## config.mk

```make
export PLATFORM = sky130hd
export DESIGN_NAME = shot_sequencer_flat
export DESIGN_NICKNAME = d
export VERILOG_FILES = /design/src/rtl/shot_sequencer_if.sv /design/src/rtl/shot_sequencer.sv /design/src/flat_wrapper.sv
export SDC_FILE = /design/constraint.sdc
export NUM_CORES = 1
export LEC_CHECK = 0
export BUFFER_PORTS_ARGS = -buffer_cell sky130_fd_sc_hd__buf_4
export CAP_MARGIN = 20
export CORE_MARGIN = 2
export CORE_UTILIZATION = 55
export DETAILED_ROUTE_END_ITERATION = 10
export HOLD_SLACK_MARGIN = 0.1
export PLACE_DENSITY = 0.89
export SLEW_MARGIN = 0
export SYNTH_ARGS = -nofsm -noshare
export SYNTH_HDL_FRONTEND = slang
export SYNTH_SLANG_ARGS = --single-unit
```

## constraint.sdc

```tcl
create_clock -name clk -period 3.4 [get_ports clk]
set_clock_uncertainty 0.2 [all_clocks]
set_input_delay 0.68 -clock clk [delete_from_list [all_inputs] [get_ports clk]]
set_output_delay 0.68 -clock clk [all_outputs]
set_load 0.05 [all_outputs]
```

## src/rtl/shot_sequencer_if.sv

```systemverilog
// Launch/trajectory bundle between the control source and the shot sequencer.
// The master drives the launch request and frame timing; the slave reports ball position and shot result.
interface shot_sequencer_if;
    logic       frame_tick;
    logic       launch;
    logic [5:0] vx0;
    logic [6:0] vy0;
    logic [9:0] ball_x;
    logic [9:0] ball_y;
    logic       in_flight;
    logic       scored;
    logic       missed;
    logic       done;

    modport master (
        output frame_tick, launch, vx0, vy0,
        input  ball_x, ball_y, in_flight, scored, missed, done
    );

    modport slave (
        input  frame_tick, launch, vx0, vy0,
        output ball_x, ball_y, in_flight, scored, missed, done
    );
endinterface

```

## src/rtl/shot_sequencer.sv

```systemverilog
// Per-frame projectile stepper: launches from rest, advances once per frame_tick,
// detects hoop score or miss, holds the result for HOLD_FRAMES frames, then re-arms.
module shot_sequencer #(
    parameter int START_X     = 10,
    parameter int START_Y     = 300,
    parameter int GRAVITY     = 1,
    parameter int FLOOR_Y     = 460,
    parameter int X_MAX       = 630,
    parameter int HOOP_Y      = 200,
    parameter int HOOP_X_LO   = 500,
    parameter int HOOP_X_HI   = 540,
    parameter int HOLD_FRAMES = 60
) (
    input  logic            clk,
    input  logic            reset,
    shot_sequencer_if.slave bus
);

    localparam int HOLD_W = (HOLD_FRAMES > 1) ? $clog2(HOLD_FRAMES) : 1;

    localparam logic signed [10:0] C_START_X   = 11'(START_X);
    localparam logic signed [10:0] C_START_Y   = 11'(START_Y);
    localparam logic signed [10:0] C_FLOOR_Y   = 11'(FLOOR_Y);
    localparam logic signed [10:0] C_X_MAX     = 11'(X_MAX);
    localparam logic signed [10:0] C_HOOP_Y    = 11'(HOOP_Y);
    localparam logic signed [10:0] C_HOOP_X_LO = 11'(HOOP_X_LO);
    localparam logic signed [10:0] C_HOOP_X_HI = 11'(HOOP_X_HI);

    typedef enum logic [1:0] {
        S_IDLE,
        S_FLIGHT,
        S_HOLD
    } state_t;

    state_t                    r_state;
    logic signed [10:0]        r_x;
    logic signed [10:0]        r_y;
    logic signed [7:0]         r_vy;
    logic        [5:0]         r_vx;
    logic        [HOLD_W-1:0]  r_hold_cnt;
    logic        [9:0]         r_ball_x;
    logic        [9:0]         r_ball_y;
    logic                      r_in_flight;
    logic                      r_scored;
    logic                      r_missed;
    logic                      r_done;

    logic signed [10:0]        w_x_n;
    logic signed [10:0]        w_y_n;
    logic signed [7:0]         w_vy_n;
    logic                      w_hit_hoop;
    logic                      w_hit_floor;
    logic                      w_hit_edge;

    // Gravity pulls vy toward negative (downward); saturate instead of wrapping.
    function automatic logic signed [7:0] sat_vy_step(input logic signed [7:0] v);
        logic signed [8:0] d;
        d = $signed({v[7], v}) - $signed(9'(GRAVITY));
        if (d < -9'sd128)
            return -8'sd128;
        return d[7:0];
    endfunction

    function automatic logic [9:0] clip_y(input logic signed [10:0] y);
        if (y < 11'sd0)
            return 10'd0;
        return y[9:0];
    endfunction

    function automatic logic [9:0] clamp_x(input logic signed [10:0] x);
        if (x >= C_X_MAX)
            return 10'(X_MAX);
        return x[9:0];
    endfunction

    assign w_x_n  = r_x + $signed({5'b0, r_vx});
    assign w_y_n  = r_y - $signed({{3{r_vy[7]}}, r_vy});
    assign w_vy_n = sat_vy_step(r_vy);

    // A score needs the ball descending through the rim line inside the hoop span.
    assign w_hit_hoop  = (r_vy < 8'sd0) && (r_y < C_HOOP_Y) && (w_y_n >= C_HOOP_Y) &&
                         (w_x_n >= C_HOOP_X_LO) && (w_x_n <= C_HOOP_X_HI);
    assign w_hit_floor = (w_y_n >= C_FLOOR_Y);
    assign w_hit_edge  = (w_x_n >= C_X_MAX);

    always_ff @(posedge clk or posedge reset) begin
        if (reset) begin
            r_state     <= S_IDLE;
            r_x         <= C_START_X;
            r_y         <= C_START_Y;
            r_vy        <= 8'sd0;
            r_vx        <= 6'd0;
            r_hold_cnt  <= '0;
            r_ball_x    <= 10'(START_X);
            r_ball_y    <= 10'(START_Y);
            r_in_flight <= 1'b0;
            r_scored    <= 1'b0;
            r_missed    <= 1'b0;
            r_done      <= 1'b0;
        end else begin
            r_done <= 1'b0;
            case (r_state)
                S_IDLE: begin
                    if (bus.launch) begin
                        r_vx        <= bus.vx0;
                        r_vy        <= $signed({1'b0, bus.vy0});
                        r_x         <= C_START_X;
                        r_y         <= C_START_Y;
                        r_scored    <= 1'b0;
                        r_missed    <= 1'b0;
                        r_in_flight <= 1'b1;
                        r_state     <= S_FLIGHT;
                    end
                end
                S_FLIGHT: begin
                    if (bus.frame_tick) begin
                        if (w_hit_hoop) begin
                            r_scored    <= 1'b1;
                            r_ball_x    <= w_x_n[9:0];
                            r_ball_y    <= clip_y(w_y_n);
                            r_done      <= 1'b1;
                            r_in_flight <= 1'b0;
                            r_hold_cnt  <= '0;
                            r_state     <= S_HOLD;
                        end else if (w_hit_floor) begin
                            r_missed    <= 1'b1;
                            r_ball_x    <= clamp_x(w_x_n);
                            r_ball_y    <= 10'(FLOOR_Y);
                            r_done      <= 1'b1;
                            r_in_flight <= 1'b0;
                            r_hold_cnt  <= '0;
                            r_state     <= S_HOLD;
                        end else if (w_hit_edge) begin
                            r_missed    <= 1'b1;
                            r_ball_x    <= 10'(X_MAX);
                            r_ball_y    <= clip_y(w_y_n);
                            r_done      <= 1'b1;
                            r_in_flight <= 1'b0;
                            r_hold_cnt  <= '0;
                            r_state     <= S_HOLD;
                        end else begin
                            r_x      <= w_x_n;
                            r_y      <= w_y_n;
                            r_vy     <= w_vy_n;
                            r_ball_x <= w_x_n[9:0];
                            r_ball_y <= clip_y(w_y_n);
                        end
                    end
                end
                S_HOLD: begin
                    if (bus.frame_tick) begin
                        if (r_hold_cnt == HOLD_W'(HOLD_FRAMES - 1)) begin
                            r_hold_cnt <= '0;
                            r_x        <= C_START_X;
                            r_y        <= C_START_Y;
                            r_ball_x   <= 10'(START_X);
                            r_ball_y   <= 10'(START_Y);
                            r_state    <= S_IDLE;
                        end else begin
                            r_hold_cnt <= r_hold_cnt + 1'b1;
                        end
                    end
                end
                default: r_state <= S_IDLE;
            endcase
        end
    end

    assign bus.ball_x    = r_ball_x;
    assign bus.ball_y    = r_ball_y;
    assign bus.in_flight = r_in_flight;
    assign bus.scored    = r_scored;
    assign bus.missed    = r_missed;
    assign bus.done      = r_done;

endmodule

```

## src/flat_wrapper.sv

```systemverilog
// flat-port wrapper written by rule: the top's interface ports become plain ports
module shot_sequencer_flat 
#(
    parameter int START_X     = 10,
    parameter int START_Y     = 300,
    parameter int GRAVITY     = 1,
    parameter int FLOOR_Y     = 460,
    parameter int X_MAX       = 630,
    parameter int HOOP_Y      = 200,
    parameter int HOOP_X_LO   = 500,
    parameter int HOOP_X_HI   = 540,
    parameter int HOLD_FRAMES = 60
)
  (clk, reset, bus_frame_tick, bus_launch, bus_vx0, bus_vy0, bus_ball_x, bus_ball_y, bus_in_flight, bus_scored, bus_missed, bus_done);
  shot_sequencer_if bus_i ();
  input  logic clk;
  input  logic reset;
  input wire logic [$bits(bus_i.frame_tick)-1:0] bus_frame_tick;
  input wire logic [$bits(bus_i.launch)-1:0] bus_launch;
  input wire logic [$bits(bus_i.vx0)-1:0] bus_vx0;
  input wire logic [$bits(bus_i.vy0)-1:0] bus_vy0;
  output wire logic [$bits(bus_i.ball_x)-1:0] bus_ball_x;
  output wire logic [$bits(bus_i.ball_y)-1:0] bus_ball_y;
  output wire logic [$bits(bus_i.in_flight)-1:0] bus_in_flight;
  output wire logic [$bits(bus_i.scored)-1:0] bus_scored;
  output wire logic [$bits(bus_i.missed)-1:0] bus_missed;
  output wire logic [$bits(bus_i.done)-1:0] bus_done;
  assign bus_i.frame_tick = bus_frame_tick;
  assign bus_i.launch = bus_launch;
  assign bus_i.vx0 = bus_vx0;
  assign bus_i.vy0 = bus_vy0;
  assign bus_ball_x = bus_i.ball_x;
  assign bus_ball_y = bus_i.ball_y;
  assign bus_in_flight = bus_i.in_flight;
  assign bus_scored = bus_i.scored;
  assign bus_missed = bus_i.missed;
  assign bus_done = bus_i.done;
  shot_sequencer #(.START_X(START_X), .START_Y(START_Y), .GRAVITY(GRAVITY), .FLOOR_Y(FLOOR_Y), .X_MAX(X_MAX), .HOOP_Y(HOOP_Y), .HOOP_X_LO(HOOP_X_LO), .HOOP_X_HI(HOOP_X_HI), .HOLD_FRAMES(HOLD_FRAMES)) u_core (.clk(clk), .reset(reset), .bus(bus_i));
endmodule
```

# Word-level counts from Yosys, hierarchy flattened
# Cells that the tools add are included.
[op_classes] add_sub_neg=4 magnitude_cmp=9 eq_ne=13 muxes=98 n_reduce_logical=17
[ops] cell="10-bit 2-to-1 mux" n=18
[ops] cell="11-bit 2-to-1 mux" n=14
[ops] cell="11-bit case mux with 3 select lines" n=2
[ops] cell="8-bit 2-to-1 mux" n=7
[ops] cell="10-bit case mux with 2 select lines" n=2
[ops] cell="1-bit 2-to-1 mux" n=36
[ops] cell="6-bit 2-to-1 mux" n=6
[ops] cell="11-bit by 10-bit >= comparator with 1-bit output (second input constant)" n=2
[ops] cell="8-bit case mux with 2 select lines" n=1
[ops] cell="4-bit AND reduction" n=4
[ops] cell="2-bit 2-to-1 mux" n=7
[ops] cell="2-bit != test (second input constant)" n=6
[ops] cell="6-bit case mux with 2 select lines" n=1
[ops] cell="11-bit by 7-bit adder with 11-bit output" n=1
[ops] cell="11-bit >= comparator (second input constant)" n=1
[ops] cell="11-bit by 9-bit >= comparator with 1-bit output (second input constant)" n=1
[ops] cell="11-bit <= comparator (second input constant)" n=1
[ops] cell="11-bit by 1-bit less-than comparator with 1-bit output (second input constant)" n=1
[ops] cell="11-bit by 9-bit less-than comparator with 1-bit output (second input constant)" n=1
[ops] cell="11-bit by 8-bit subtractor with 11-bit output" n=1
[ops] cell="5-bit AND reduction" n=2
[ops] cell="9-bit by 8-bit less-than comparator with 1-bit output (second input constant)" n=1
[ops] cell="8-bit by 2-bit subtractor with 9-bit output (second input constant)" n=1
[ops] cell="8-bit by 1-bit less-than comparator with 1-bit output (second input constant)" n=1
[ops] cell="16 further kinds" n=23
[word_totals] ff_bits=68 inputBits=17 out_inout_bits=24

# Logic depth before layout (Yosys ltp)
[depth] word_depth=14 ltp_mapped=13

# Worst setup path before layout
# OpenSTA, ideal clock, no wires.
[synth_timing] path_kind="reg-to-reg" from="register u_core.r_x[0]" to="register u_core.r_hold_cnt[3]" setup_ps=122 arrival_time_ps=3071 slack_ps=8 path_stages_with_launch=13 n_path_buf=1 path_cell_list="dfrtp_1 -> ha_1 -> fa_1 -> a211oi_2 -> nor2_1 -> xor2_1 -> nand3b_4 -> o41ai_4 -> o311ai_4 -> o211ai_4 -> buf_6 -> o221ai_1 -> a32o_1"
[synth_between] elab_chain_cells=7 word_cells_on_any_way=11 cone_classes="1 x add/sub; 3 x order compare; 1 x eq/ne; 3 x mux; 3 x reduce/logical"
[synth_rtl] item="start: declaration" line="shot_sequencer.sv:36" source="logic signed [10:0] r_x;"
[synth_rtl] item="start signal: assignment" line="shot_sequencer.sv:142" source="r_x <= w_x_n;"
[synth_rtl] item="11-bit by 7-bit adder with 11-bit output *" line="shot_sequencer.sv:76" source="assign w_x_n = r_x + $signed({5'b0, r_vx});"
[synth_rtl] item="11-bit by 10-bit >= comparator with 1-bit output" line="shot_sequencer.sv:82" source="(w_x_n >= C_HOOP_X_LO) && (w_x_n <= C_HOOP_X_HI);"
[synth_rtl] item="1-bit logical AND" line="shot_sequencer.sv:81" source="assign w_hit_hoop = (r_vy < 8'sd0) && (r_y < C_HOOP_Y) && (w_y_n >= C_HOOP_Y) &&"
[synth_rtl] item="1-bit logical AND" line="shot_sequencer.sv:82"
[synth_rtl] item="6-bit 2-to-1 mux" line="shot_sequencer.sv:117" source="if (w_hit_hoop) begin"
[synth_rtl] item="6-bit 2-to-1 mux" line="shot_sequencer.sv:116" source="if (bus.frame_tick) begin"
[synth_rtl] item="6-bit case mux with 2 select lines" line="shot_sequencer.sv:102" source="case (r_state)"
[synth_rtl] item="end signal: assignment" line="shot_sequencer.sv:160" source="r_hold_cnt <= r_hold_cnt + 1'b1;"
[synth_rtl] item="end: declaration" line="shot_sequencer.sv:40" source="logic [HOLD_W-1:0] r_hold_cnt;"
# Every way passes the cells marked *; elsewhere a longest branch is shown, timed or not. The select of a mux whose other input is x is not followed.
# A chain may end at the register's enable or synchronous reset.

# Worst setup path in the final report
[layout_timing] from="register u_core.r_y[0]" to="register u_core.r_state[0]"
[layout_between] elab_chain_cells=8 word_cells_on_any_way=14 cone_classes="1 x add/sub; 3 x order compare; 1 x eq/ne; 4 x mux; 5 x reduce/logical"
[layout_rtl] item="start: declaration" line="shot_sequencer.sv:37" source="logic signed [10:0] r_y;"
[layout_rtl] item="start signal: assignment" line="shot_sequencer.sv:143" source="r_y <= w_y_n;"
[layout_rtl] item="11-bit by 8-bit subtractor with 11-bit output or 11-bit by 9-bit less-than comparator with 1-bit output (tied branches)" line="shot_sequencer.sv:77, shot_sequencer.sv:81"
[layout_rtl] item="11-bit by 9-bit >= comparator with 1-bit output or 1-bit logical AND (tied branches)" line="shot_sequencer.sv:81"
[layout_rtl] item="1-bit logical AND (2 in a row)" line="shot_sequencer.sv:81"
[layout_rtl] item="1-bit logical AND" line="shot_sequencer.sv:82"
[layout_rtl] item="2-bit 2-to-1 mux" line="shot_sequencer.sv:117"
[layout_rtl] item="2-bit 2-to-1 mux" line="shot_sequencer.sv:116"
[layout_rtl] item="2-bit case mux with 3 select lines" line="shot_sequencer.sv:102"
[layout_rtl] item="end signal: assignment" line="shot_sequencer.sv:88" source="r_state <= S_IDLE;"
[layout_rtl] item="end signal: assignment" line="shot_sequencer.sv:112" source="r_state <= S_FLIGHT;"
[layout_rtl] item="end signal: assignment" line="shot_sequencer.sv:124" source="r_state <= S_HOLD;"
[layout_rtl] item="end: declaration" line="shot_sequencer.sv:35" source="state_t r_state;"
# Parallel ways exist; a longest one is shown, timed or not. The select of a mux whose other input is x is not followed.

==> results.sh <==
export IMPL_synth_warnings=0
export IMPL_antenna_found_initial=0
export IMPL_final_cell_mix="buf_4, dfrtp_1, nand2_1"
export IMPL_core_area_sq_um=8180
export IMPL_worst_slack_ps=-125
export IMPL_synth_cells=507
export IMPL_ys_ff_latch=68
export IMPL_synth_compound_area_share_pct=26.5
export IMPL_grt_pass1_wl_um=22400
export IMPL_drive_gt1_share_pct=35.0
export IMPL_multiInputGateArea_sq_um=2960
export IMPL_muxShareOfSynthArea_pct=2.82
export IMPL_dieArea_sq_um=9150
export IMPL_vias=4695
export IMPL_path_max_fanout=9
export IMPL_min_period_over_period_pct=104
export IMPL_ys_seq_area_share_pct=37.1
export IMPL_holdWs_ps=263
export IMPL_rows=33
export IMPL_worstMarginPinSlew_ps=776
export IMPL_area_delta_synth_final_pct=30.5
export IMPL_drc=0
export IMPL_status="finished with violations"
export IMPL_r2r_slack_ps=-120
export IMPL_min_period_ps=3520
export IMPL_wire_per_inst_um=20.3
export IMPL_max_stage_delay_ps=350
export IMPL_end_kind="flop"
export IMPL_hold_viol=0
export IMPL_cts_sinks=68
export IMPL_critPathArrivalTime_ps=3570
export IMPL_slew_headroom_pct=48.2
export IMPL_dr_pass1_iters=6
export IMPL_r2r_end="u_core.r_state[0]"
export IMPL_worst_path_max_delay_cell="dfrtp_1"
export IMPL_cts_tree="done"
export IMPL_grt_ovfl_total=0
export IMPL_reg2reg_depth=13
export IMPL_port_buffers=40
export IMPL_violations="negative setup slack"
export IMPL_n_antenna_cell=0
export IMPL_synthXorXnorAreaFrac_pct=3.41
export IMPL_avgViaCountPerCell=6.61
export IMPL_first_iter_violations=480
export IMPL_h_tree_depth=3
export IMPL_place_congestion=0.994
export IMPL_root_buffer="clkbuf_8"
export IMPL_drv_slew=0
export IMPL_track_usage_pct=32.1
export IMPL_reg2reg_from="u_core.r_y[0]"
export IMPL_setup_worst_path_start_class="flop"
export IMPL_synth_edf_count=0
export IMPL_worstPathCellList="inv_1 > ha_2 > fa_2 > and2b_2 > o2111ai_4 > a31o_1 > a21bo_1 > a211oi_4 > o311ai_4 > o211ai_4 > buf_6 > o21ai_1 > mux2_2"
export IMPL_num_io_pins=41
export IMPL_yosysUniqueCellTypes=77
export IMPL_synth_adder_area_share_pct=6.82
export IMPL_final_nets=641
export IMPL_hp_class="primary input to async pin"
export IMPL_grt_pass1_vias=4561
export IMPL_rsz0062_at_grt="true"
export IMPL_crit_required_ps=3450
export IMPL_criticalPathCategory="flop to flop"
export IMPL_synthArstFlopShare_pct=100
export IMPL_cts_made_buffers=9
export IMPL_clock_latency_ps=370
export IMPL_syn_num_nets=548
export IMPL_avgSynthCellArea_sq_um=9.12
export IMPL_synth_ff_type="dfrtp_1"
export IMPL_setup_violations=34
export IMPL_fmax_mhz=284
export IMPL_fin_util_pct=73.8
export IMPL_synth_area_sq_um=4620
export IMPL_seqCellArea_sq_um=1720
export IMPL_nFillCells=505
export IMPL_maxCapViolations=0
export IMPL_synth_simple_area_share_pct=18.2
export IMPL_clk_transition_reported_paths_ps=90
export IMPL_clock_path_buffers=2
export IMPL_wl_um=14400
export IMPL_start_util_pct=56.5
export IMPL_final_common_cell="buf_4"
export IMPL_grt_max_degree=36
export IMPL_synth_top_family_by_area="compound AO/OA/AOI/OAI gates"
export IMPL_die_h_um=95.7
export IMPL_dp_hpwl_um=9150
export IMPL_detail_route_antenna_nets=0
export IMPL_die_w_um=95.7
## layout make-up
cell class                      count  area share [%]
Clock buffer                       10            2.28
Clock inverter                      6            1.85
Inverter                           28            1.74
Multi-Input combinational cell    383            49.2
Sequential cell                    68            28.5
Tap cell                          105            2.18
Timing Repair Buffer              110            14.3
## flip-flops by register name, indices dropped and copies added, names as in the netlist
name                  flops
u_core.bus.ball_y        10
u_core.r_x               11
u_core.r_y               11
u_core.r_hold_cnt         6
u_core.r_vx               6
u_core.bus.in_flight      1
u_core.bus.ball_x        10
u_core.bus.scored         1
u_core.bus.missed         1
u_core.bus.done           1
u_core.r_state            2
u_core.r_vy               8
## layer usage
| metal | wire length (um) | track usage (%) | vias up |
|---|---|---|---|
| met3 | 1050 | 7.27 | 80 |
| met1 | 5580 | 39.7 | 2276 |
| met5 | 0 | 0 | - |
| met2 | 6980 | 51.6 | 277 |
| li1 | - | - | 2062 |
| met4 | 816 | 18.5 | 0 |
## synth_stat cells (4+ instances only)
cell type,n,area share [%]
xor2_1,8,1.5
nor3b_1,4,0.65
a22o_1,8,1.5
a21o_1,5,0.81
a31oi_1,6,0.81
nor2_1,40,3.2
o211ai_1,10,1.6
o22ai_1,4,0.54
o31ai_1,4,0.65
o32ai_1,8,1.5
nand3_1,16,1.7
dfstp_2,12,6.8
a2bb2oi_1,4,0.76
clkbuf_1,16,1.3
nand2b_1,7,0.95
inv_1,28,2.3
o21a_1,7,1.1
dfrtp_1,56,30
o22a_1,4,0.76
buf_2,8,0.87
a21oi_1,31,3.4
xnor2_1,10,1.9
and2_1,5,0.68
ha_1,22,6.0
mux2i_1,4,0.87
o21ai_1,9,0.97
o21ai_0,11,1.2
a311oi_1,4,0.76
nor3_1,17,1.8
o221ai_1,5,0.95
nand2_1,50,4.1
and3_1,4,0.54
mux2_2,8,1.9
## critical path, delay by kind of cell, from the launching register on
family,cells,cell delay [ps]
compound gates,7,1480
fa+ha+maj,2,530
buf+inv,2,270
flops,1,350
mux,1,290
simple gates,1,300
## metrics by stage
stage | area [sq um] | setup WS (ps) | std cells | setup TNS, ps
6_report | 6030 | -125 | 710 | -1930
5_1_grt | 6030 | -234 | 710 | -6820
4_1_cts | 5840 | -46.5 | 707 | -325
3_5_place_dp | 5350 | -274 | 678 | -6970
3_3_place_gp | 5350 | -105 | 678 | -1220
2_1_floorplan | 4620 | 7.85 | 507 | 0
## worst max path at each step
stage                               from  cells after the start  slack [ps]              endpoint
after CTS                  u_core.r_x[0]                     14         -50        u_core.r_vy[2]
after floorplan            u_core.r_x[0]                     12           8  u_core.r_hold_cnt[3]
final                      u_core.r_y[0]                     13        -120     u_core.r_state[0]
after detailed placement  u_core.r_vy[0]                     13        -270         u_core.r_y[8]
after global placement    u_core.r_vy[0]                     12        -110         u_core.r_y[8]
after global routing       u_core.r_y[0]                     14        -230        u_core.r_vy[1]
## what timing repair did
item / CTS / global route
hold buffers: 0 / 0
endpoints found under the setup margin: 52 / 52
pin swaps: 14 / 15
gates resized for setup: 30 / 30
buffers inserted: 14 / 2
## kinds of logic after synthesis
logic type / count (synthesis)
multiplexers: 12
XOR/XNOR: 18
flip-flops: 68
AND/OR/NAND/NOR: 170
AO/OA/AOI/OAI: 159
adder cells (fa/ha/maj): 24
buffers and inverters: 56
Power is left out: the tool's default activity adds up to more than one toggle a clock period on the data nets, which glitch-free logic cannot reach.
